## config.mk

```make
export PLATFORM = sky130hd
export DESIGN_NAME = controller_pipe_gen
export DESIGN_NICKNAME = d
export VERILOG_FILES = /design/src/rtl/controller_pkg.sv /design/src/rtl/pipe_stage_reg.sv /design/src/rtl/controller_pipe_gen.sv
export SDC_FILE = /design/constraint.sdc
export NUM_CORES = 1
export LEC_CHECK = 0
export ABC_AREA = 1
export CELL_PAD_IN_SITES_DETAIL_PLACEMENT = 2
export CELL_PAD_IN_SITES_GLOBAL_PLACEMENT = 2
export CORE_MARGIN = 3
export CORE_UTILIZATION = 25
export DETAILED_ROUTE_END_ITERATION = 7
export PLACE_DENSITY = 0.74
export SYNTH_ARGS = -nofsm -noshare
export SYNTH_HDL_FRONTEND = slang
export SYNTH_SLANG_ARGS = --single-unit
```

## constraint.sdc

```tcl
create_clock -name clk -period 1.36 [get_ports clk]
set_input_delay 0.272 -clock clk [delete_from_list [all_inputs] [get_ports clk]]
set_output_delay 0.272 -clock clk [all_outputs]
set_load 0.02 [all_outputs]
```

## src/rtl/controller_pkg.sv

```systemverilog
// Shared encodings for the pipelined MIPS controller: opcodes, functs, ALU codes
// and the layout of the control vectors carried down the pipe.
package controller_pkg;

    localparam logic [5:0] OP_RTYPE = 6'b000000;
    localparam logic [5:0] OP_LW    = 6'b100011;
    localparam logic [5:0] OP_SW    = 6'b101011;
    localparam logic [5:0] OP_BEQ   = 6'b000100;
    localparam logic [5:0] OP_BNE   = 6'b000101;
    localparam logic [5:0] OP_ADDI  = 6'b001000;
    localparam logic [5:0] OP_J     = 6'b000010;

    localparam logic [5:0] FN_ADD = 6'b100000;
    localparam logic [5:0] FN_SUB = 6'b100010;
    localparam logic [5:0] FN_AND = 6'b100100;
    localparam logic [5:0] FN_OR  = 6'b100101;
    localparam logic [5:0] FN_SLT = 6'b101010;

    typedef enum logic [1:0] {
        ALUOP_ADD   = 2'b00,
        ALUOP_SUB   = 2'b01,
        ALUOP_FUNCT = 2'b10
    } aluop_t;

    localparam logic [2:0] ALU_AND = 3'b000;
    localparam logic [2:0] ALU_OR  = 3'b001;
    localparam logic [2:0] ALU_ADD = 3'b010;
    localparam logic [2:0] ALU_SUB = 3'b110;
    localparam logic [2:0] ALU_SLT = 3'b111;

    // E vector: {valid, regwrite, memtoreg, memwrite, alusrc, regdst, alucontrol}
    localparam int E_FLAG_W = 6;
    // Memory-side vector: {valid, regwrite, memtoreg, memwrite}
    localparam int M_W      = 4;
    localparam int MB_VALID = 3;
    localparam int MB_RW    = 2;
    localparam int MB_MTR   = 1;
    localparam int MB_MW    = 0;

    function automatic int e_bundle_w(input int aluctrl_w);
        return E_FLAG_W + aluctrl_w;
    endfunction

endpackage

```

## src/rtl/pipe_stage_reg.sv

```systemverilog
// Generic pipeline register: async active-low reset, sync clear beats enable.
module pipe_stage_reg #(
    parameter int W = 8
) (
    input  logic         clk,
    input  logic         rst_n,
    input  logic         en,
    input  logic         clr,
    input  logic [W-1:0] d,
    output logic [W-1:0] q
);

    always_ff @(posedge clk or negedge rst_n) begin
        if (!rst_n)
            q <= '0;
        else if (clr)
            q <= '0;
        else if (en)
            q <= d;
    end

endmodule

```

## src/rtl/controller_pipe_gen.sv

```systemverilog
// MIPS pipeline controller: combinational decode in D, control bits carried
// through E and a configurable memory-side register chain, plus retire counter.
module controller_pipe_gen
    import controller_pkg::*;
#(
    parameter int MEM_STAGES = 1,
    parameter int ALUCTRL_W  = 3,
    parameter int CNT_W      = 32
) (
    input  logic                 clk,
    input  logic                 reset,
    input  logic [5:0]           op,
    input  logic [5:0]           funct,
    input  logic                 equalD,
    input  logic                 stallE,
    input  logic                 flushE,
    output logic                 pcsrcD,
    output logic                 jumpD,
    output logic                 branchD,
    output logic                 illegalD,
    output logic                 alusrcE,
    output logic                 regdstE,
    output logic [ALUCTRL_W-1:0] alucontrolE,
    output logic                 regwriteE,
    output logic                 memtoregE,
    output logic                 validE,
    output logic                 memwriteM,
    output logic                 regwriteM,
    output logic                 memtoregM,
    output logic                 validM,
    output logic                 regwriteW,
    output logic                 memtoregW,
    output logic                 validW,
    output logic [CNT_W-1:0]     retire_count
);

    localparam int E_W = e_bundle_w(ALUCTRL_W);

    if (MEM_STAGES < 1 || MEM_STAGES > 4) begin : g_bad_mem_stages
        $error("controller_pipe_gen: MEM_STAGES must be in 1..4");
    end
    if (ALUCTRL_W < 3) begin : g_bad_aluctrl_w
        $error("controller_pipe_gen: ALUCTRL_W must be >= 3");
    end

    logic   regwrite_d, regdst_d, alusrc_d, memtoreg_d, memwrite_d;
    logic   beq_d, bne_d, jump_d, op_ok, funct_ok, ok_d;
    aluop_t aluop_d;
    logic [2:0] alu3_d;

    always_comb begin
        regwrite_d = 1'b0;
        regdst_d   = 1'b0;
        alusrc_d   = 1'b0;
        memtoreg_d = 1'b0;
        memwrite_d = 1'b0;
        beq_d      = 1'b0;
        bne_d      = 1'b0;
        jump_d     = 1'b0;
        aluop_d    = ALUOP_ADD;
        op_ok      = 1'b1;
        case (op)
            OP_RTYPE: begin regwrite_d = 1'b1; regdst_d = 1'b1; aluop_d = ALUOP_FUNCT; end
            OP_LW:    begin regwrite_d = 1'b1; alusrc_d = 1'b1; memtoreg_d = 1'b1; end
            OP_SW:    begin memwrite_d = 1'b1; alusrc_d = 1'b1; end
            OP_BEQ:   begin beq_d = 1'b1; aluop_d = ALUOP_SUB; end
            OP_BNE:   begin bne_d = 1'b1; aluop_d = ALUOP_SUB; end
            OP_ADDI:  begin regwrite_d = 1'b1; alusrc_d = 1'b1; end
            OP_J:     jump_d = 1'b1;
            default:  op_ok = 1'b0;
        endcase
    end

    always_comb begin
        alu3_d   = ALU_ADD;
        funct_ok = 1'b1;
        case (aluop_d)
            ALUOP_ADD: alu3_d = ALU_ADD;
            ALUOP_SUB: alu3_d = ALU_SUB;
            default: begin
                case (funct)
                    FN_ADD:  alu3_d = ALU_ADD;
                    FN_SUB:  alu3_d = ALU_SUB;
                    FN_AND:  alu3_d = ALU_AND;
                    FN_OR:   alu3_d = ALU_OR;
                    FN_SLT:  alu3_d = ALU_SLT;
                    default: begin alu3_d = 3'b000; funct_ok = 1'b0; end
                endcase
            end
        endcase
    end

    // Any illegal encoding squashes every control bit so it travels as a bubble.
    assign ok_d     = op_ok & funct_ok;
    assign illegalD = ~ok_d;
    assign branchD  = (beq_d | bne_d) & ok_d;
    assign jumpD    = jump_d & ok_d;
    assign pcsrcD   = ((beq_d & equalD) | (bne_d & ~equalD)) & ok_d;

    logic [E_W-1:0] e_d, e_q;

    assign e_d = ok_d ? {1'b1, regwrite_d, memtoreg_d, memwrite_d, alusrc_d, regdst_d,
                         ALUCTRL_W'(alu3_d)}
                      : '0;

    pipe_stage_reg #(.W(E_W)) u_e_stage (
        .clk   (clk),
        .rst_n (reset),
        .en    (~stallE),
        .clr   (flushE),
        .d     (e_d),
        .q     (e_q)
    );

    assign validE      = e_q[E_W-1];
    assign regwriteE   = e_q[E_W-2];
    assign memtoregE   = e_q[E_W-3];
    assign alusrcE     = e_q[E_W-5];
    assign regdstE     = e_q[E_W-6];
    assign alucontrolE = e_q[ALUCTRL_W-1:0];

    logic [M_W-1:0] m_q [MEM_STAGES];

    for (genvar gi = 0; gi < MEM_STAGES; gi++) begin : g_mem
        logic [M_W-1:0] stage_d;
        logic           stage_clr;
        // A stalled E must not duplicate into M, so the first stage takes a bubble.
        if (gi == 0) begin : g_first
            assign stage_d   = e_q[E_W-1 -: M_W];
            assign stage_clr = stallE;
        end else begin : g_rest
            assign stage_d   = m_q[gi-1];
            assign stage_clr = 1'b0;
        end
        pipe_stage_reg #(.W(M_W)) u_stage (
            .clk   (clk),
            .rst_n (reset),
            .en    (1'b1),
            .clr   (stage_clr),
            .d     (stage_d),
            .q     (m_q[gi])
        );
    end

    assign validM    = m_q[0][MB_VALID];
    assign regwriteM = m_q[0][MB_RW];
    assign memtoregM = m_q[0][MB_MTR];
    assign memwriteM = m_q[0][MB_MW];
    assign validW    = m_q[MEM_STAGES-1][MB_VALID];
    assign regwriteW = m_q[MEM_STAGES-1][MB_RW];
    assign memtoregW = m_q[MEM_STAGES-1][MB_MTR];

    logic [CNT_W-1:0] retire_reg;

    always_ff @(posedge clk or negedge reset) begin
        if (!reset)
            retire_reg <= '0;
        else if (validW)
            retire_reg <= retire_reg + CNT_W'(1);
    end

    assign retire_count = retire_reg;

endmodule
```

==> flow_summary.toml, run 1 <==
[synth]
synth_seq_area_share_pct = 43.8
ys_types = 28
synthArstFlopShare_pct = 100
yosys_register_bits = 45
netlist_instances = 322
dominantRegCellSynth = "dfrtp_1"
synth.cell_area_um2 = 2570
syn_avg_cell_area_um2 = 7.98
yosysTopAreaCell = "dfrtp_1"
synthTopCellsByArea = "dfrtp_1 (44%), nand2_1 (13%), nor2_1 (6.1%)"
yosysMostFrequentCell = "nand2_1"
synth_warnings = 0
synth_top_cell_area_share_pct = 43.8
synth_edf_count = 0
synth_fp_nets = 340
synth_commonest_cells = "nand2_1 (88), dfrtp_1 (45), nor2_1 (42)"

[layout]
diodes = 0
drive_gt1_share_pct = 54.3
postLayoutCoreUtil_pct = 47.7
regArea_um2 = 1140
nets = 512
synthToLayoutAreaGrowth_pct = 83.3
multi_input_area_um2 = 1670
fillers = 1033

[timing]
setup_viol = 26
holdWs_ps = 372
fin_crit_sh_pct = 118
worst_pin_slew_ps = 347
fmax_ghz = 0.624
post-route-worst-setup-slack_ps = -242
slew_violations = 0
grt_setup_unrepaired = "yes"
skew_ps = 9.98
fin_crit_ps = 1600
hold_violations = 0
max_slew_margin_pct = 76.7

[drt]
drt.antenna.violating_nets = 0
viasPerCell = 4.52
drc = 0
drt_iter0_drc = 73
dr_total_vias = 2837
firstDrtPassIters = 4
drt_wl_total_um = 12100
wl_per_cell_um = 19.2

[clock_network]
worstSkewPairLatency_ps = 310
cts_buffers = 5
clockBufferDepth = 2
clkTransAtPathRegs_ps = 90
htree_levels = 2
cts_sinks = 45
cts-root-buf = "clkbuf_8"
cts_tree = "yes"

[global_route]
grt_max_degree = 46
antenna_found_initial = 0
grt_first_pass_wirelength_um = 17800
grt_pass1_vias = 3315
grt.total_usage_pct = 19.6
overflow = 0

[power]
power_density_nw_per_um2 = 678
p_leak_nw = 2.48
ir_drop_mv = 0.378
finalPower_w = 0.00319

[worst_setup_path]
startpoint_type = "flip-flop"
path_class = "reg -> reg"
arrival_ps = 1800
end_kind = "flip-flop"
crit_path_max_fanout = 3
cp.required_ps = 1550

[floorplanning]
dieArea_um2 = 11500
ios = 68
start_util_pct = 26.0
fp-row-count = 36
die_y_um = 107
coreArea_um2 = 9860
chipWidth_um = 107

[flow_run]
drv_cap = 0

[placement]
gp_congestion = 0.811
io_buffers = 67
dpl.hpwl_um = 6800

[worst_hold_path]
hp-class = "in -> reg"

[status]
failed_checks = "negative setup slack"
outcome = "finished, violations left"
[what timing repair did]
action	CTS	global route
setup endpoints to repair	76	54
hold endpoints to repair	45	0
hold buffers	1	0
resized for setup	232	118
buffers inserted	26	24
pin swaps	40	48
[per-layer routing]
metal	GRT usage, %	routed length [um]	vias to the layer above
met5	0	0	-
met4	4.06	124	0
met3	3.54	345	9
met2	39.0	6950	46
met1	21.5	4640	1447
li1	-	-	1335
[critical path, cell delays in order, from the launching register on]
cell and delay, ps:
dfrtp_2 440, ha_4 160, nand2_4 50, nor2_4 140, nand2_4 90, nor2_4 160, buf_4 140, buf_4 100
nand3_2 70, xnor2_1 140
[cell families after synthesis]
logic type / count (synthesis) / share of synthesized area [%]
buffers and inverters: 52 / 8.82
flip-flops: 45 / 43.8
AND/OR/NAND/NOR: 195 / 37.1
adder cells (fa/ha/maj): 1 / 0.487
XOR/XNOR: 22 / 8.09
AO/OA/AOI/OAI: 7 / 1.70
[metrics by stage]
step	cells	worst slack (ps)	setup TNS [ps]	cell area, um^2
after CTS	609	-167	-1880	4300
after floorplan	322	-92.0	-326	2590
final	628	-242	-3120	4710
after global placement	576	-940	-6760	3830
after global routing	628	-311	-5360	4710
after detailed placement	576	-1080	-8880	3830
[registers in the layout, indices dropped and copies added, names as in the netlist]
register         count
u_e_stage.q          9
g_mem.u_stage.q      4
retire_count        32
[worst paths after layout]
kind                                  from          endpoint  slack, ps  depth (start not counted)
max in group asynchronous            reset  retire_count[23]        640                          3
max reg2reg                retire_count[0]  retire_count[24]       -240                          9
max                        retire_count[0]  retire_count[24]       -240                          9
min reg2reg                 u_e_stage.q[1]    u_e_stage.q[1]        500                          2
min in group asynchronous            reset  retire_count[11]        470                          3
min                                  op[4]    u_e_stage.q[6]        370                          5
[final cells by class]
type                            count  share of cell area [%]
Multi-Input combinational cell    225                    35.5
Timing Repair Buffer              173                    30.8
Sequential cell                    45                    24.2
Inverter                           44                    3.61
Tap cell                          133                    3.53
Clock buffer                        7                    1.83
Clock inverter                      1                   0.638
[placed cells by master (no fill, tap or decap), types with 12 or more instances in the layout]
cell type      count
buf_4             86
buf_6             30
clkbuf_2          13
dfrtp_1           36
dlygate4sd2_1     17
inv_1             30
inv_2             12
nand2_1           62
nand2_2           21
nand3_1           13
nor2_1            18
nor2_4            27
[power breakdown]
group	internal [W]	switching (W)
registers	0.00138	0.0000646
logic	0.000310	0.000329
clock network	0.000600	0.000508
total	0.00229	0.000901
Note: power is estimated with default switching activity, not from simulation.
==> run 2, diff against run 1 <==
--- a/config.mk
+++ b/config.mk
@@ -12,6 +12,7 @@
 export CORE_UTILIZATION = 25
 export DETAILED_ROUTE_END_ITERATION = 7
 export PLACE_DENSITY = 0.74
+export SETUP_SLACK_MARGIN = 0.15
 export SYNTH_ARGS = -nofsm -noshare
 export SYNTH_HDL_FRONTEND = slang
 export SYNTH_SLANG_ARGS = --single-unit
==> run 2 against run 1 <==
  * The flow still finishes with violations (negative setup slack)
  * Count of clock-buffer cells in the layout fell by 1
  * Final cell count increased by 1.6%
  * Design area is 0.77% higher
  * First-iteration DRC count is 18% higher
  * Combinational power grew 14%
  * Utilization up 0.37 points
  * Critical path type unchanged
  * Largest cell class unchanged
  * Highest routed layer unchanged
==> flow_summary.toml, run 2 (same netlist as run 1, synthesis figures left out) <==
[power]
finalPower_w = 0.00331
p_leak_nw = 2.45
ir_drop_mv = 0.497
power_density_nw_per_um2 = 698

[layout]
synthToLayoutAreaGrowth_pct = 84.7
postLayoutCoreUtil_pct = 48.1
final_cell_mix = "buf_4 (94), nand2_1 (68), buf_6 (45)"
largest_reg_flops = 32
diodes = 0
drive_gt1_share_pct = 60.4
final_area_um2 = 4740
nets = 522
layout_commonest_cell = "buf_4"

[worst_setup_path]
crit_chain = "buf_4, nand2_2, nor2_4, nand3_1, nor3_2, buf_4, nand2_1, nand2_1, nand2_1"
reg2reg_from = "retire_count[0]"
cpMostUsedCell = "nand2_1"
arrival_ps = 1830
cp.required_ps = 1560
cp_slowest_cell = "dfrtp_2"
reg2reg_to = "retire_count[29]"
slowest_delay_ps = 430
reg2reg_depth = 9
path_buf_inv = 2
cp_top_family = "simple AND/OR/NAND/NOR gates"
end_kind = "flip-flop"
r2r_slack_ps = -270
path_class = "reg -> reg"
startpoint_type = "flip-flop"
crit_path_max_fanout = 4
worst-path-stages = 9

[clock_network]
cts_sinks = 45
clkTransAtPathRegs_ps = 100
htree_levels = 2
clockBufferDepth = 2
cts_buffers = 5
worstSkewPairLatency_ps = 310
cts_tree = "yes"
cts-root-buf = "clkbuf_8"

[timing]
fin_crit_ps = 1630
hold_violations = 0
max_slew_margin_pct = 74.2
fin_crit_sh_pct = 120
worst_pin_slew_ps = 384
setup_viol = 33
post-route-worst-setup-slack_ps = -271
skew_ps = 11.4
slew_violations = 0
holdWs_ps = 395
fmax_ghz = 0.613
fin_setup_tns_ps = -5160
grt_setup_unrepaired = "yes"

[drt]
drt_iter0_drc = 86
viasPerCell = 4.57
drt_wl_total_um = 12600
wl_per_cell_um = 19.7
drt.antenna.violating_nets = 0
dr_total_vias = 2913
drc = 0
firstDrtPassIters = 4

[worst_hold_path]
hold_path_depth = 5
hp-class = "in -> reg"
hold-path-endpoint = "u_e_stage.q[5]"
holdCritStartpoint = "op[4]"

[floorplanning]
fp-row-count = 36
die_y_um = 107
ios = 68
coreArea_um2 = 9860
chipWidth_um = 107
dieArea_um2 = 11500
start_util_pct = 26.0

[placement]
gp_congestion = 0.782
io_buffers = 67
placed_area_um2 = 3810
dpl.hpwl_um = 7000

[global_route]
grt_pass1_vias = 3289
overflow = 0
antenna_found_initial = 0
grt.met2_usage_pct = 35.7
grt_first_pass_wirelength_um = 16800
grt_max_degree = 38
use_met1_pct = 19.7
globalRoute.busiestLayer = "met2"
grt.total_usage_pct = 18.3
grt_util_met3_pct = 3.36

[flow_run]
drv_cap = 0

[status]
failed_checks = "negative setup slack"
outcome = "finished, violations left"
## run 2: changes by cell type in the layout (fill, tap and decap cells not counted), moves of 5 or more
| cell | previous run | this run |
|---|---|---|
| buf_2 | 9 | 30 |
| buf_6 | 30 | 45 |
| dlygate4sd2_1 | 17 | 2 |
| clkbuf_2 | 13 | 2 |
| dfrtp_1 | 36 | 26 |
| dfrtp_2 | 9 | 19 |
| buf_4 | 86 | 94 |
| nand2_1 | 62 | 68 |
| nand2_4 | 11 | 5 |
| nor2_2 | 5 | 10 |
| nor2_4 | 27 | 22 |
## run 2: worst max-delay path by stage
stage | from | to | slack [ps]
final | retire_count[0] | retire_count[29] | -270
after detailed placement | op[4] | illegalD | -1040
after CTS | retire_count[0] | retire_count[28] | -160
after global routing | retire_count[0] | retire_count[29] | -330
after global placement | op[4] | illegalD | -930
after floorplan | retire_count[0] | retire_count[28] | -90
## run 2: routing by layer
metal,wire [um],share of wire [%]
met1,4570,36
met5,0,0
met4,299,2.4
met2,7330,58
met3,362,2.9
## run 2: where the power goes
| part | internal (W) | leakage (nW) | switching, W |
|---|---|---|---|
| Combinational | 0.000374 | 1.80 | 0.000356 |
| Sequential | 0.00138 | 0.594 | 0.0000601 |
| Clock | 0.000599 | 0.0574 | 0.000544 |
| Total | 0.00235 | 2.45 | 0.000960 |
## run 2: final cells by class
cell class / count / area [um^2]
timing repair buffer: 183 / 1520
inverter: 44 / 178
clock buffer: 6 / 82.6
multi-input combinational: 225 / 1610
fill: 1042 / 5120
tap: 133 / 166
sequential: 45 / 1150
clock inverter: 2 / 37.5
## run 2: through the flow
| stage | cells | worst slack (ps) |
|---|---|---|
| detailed placement | 568 | -1040 |
| CTS | 607 | -156 |
| global placement | 568 | -934 |
| global route | 638 | -328 |
| floorplan | 322 | -92.0 |
| finish | 638 | -271 |
## run 2: worst reg2reg max path, delay by kind of cell, from the launching register on
kind | cells | cell delay, ps
simple gates | 7 | 810
flops | 1 | 430
buf+inv | 2 | 310
## run 2: what timing repair did
action | in CTS | in global routing
resized for setup | 345 | 87
buffers inserted | 30 | 31
hold buffers | 1 | 0
setup endpoints to repair | 87 | 60
endpoints found under the hold margin | 8 | 0
pin swaps | 22 | 30
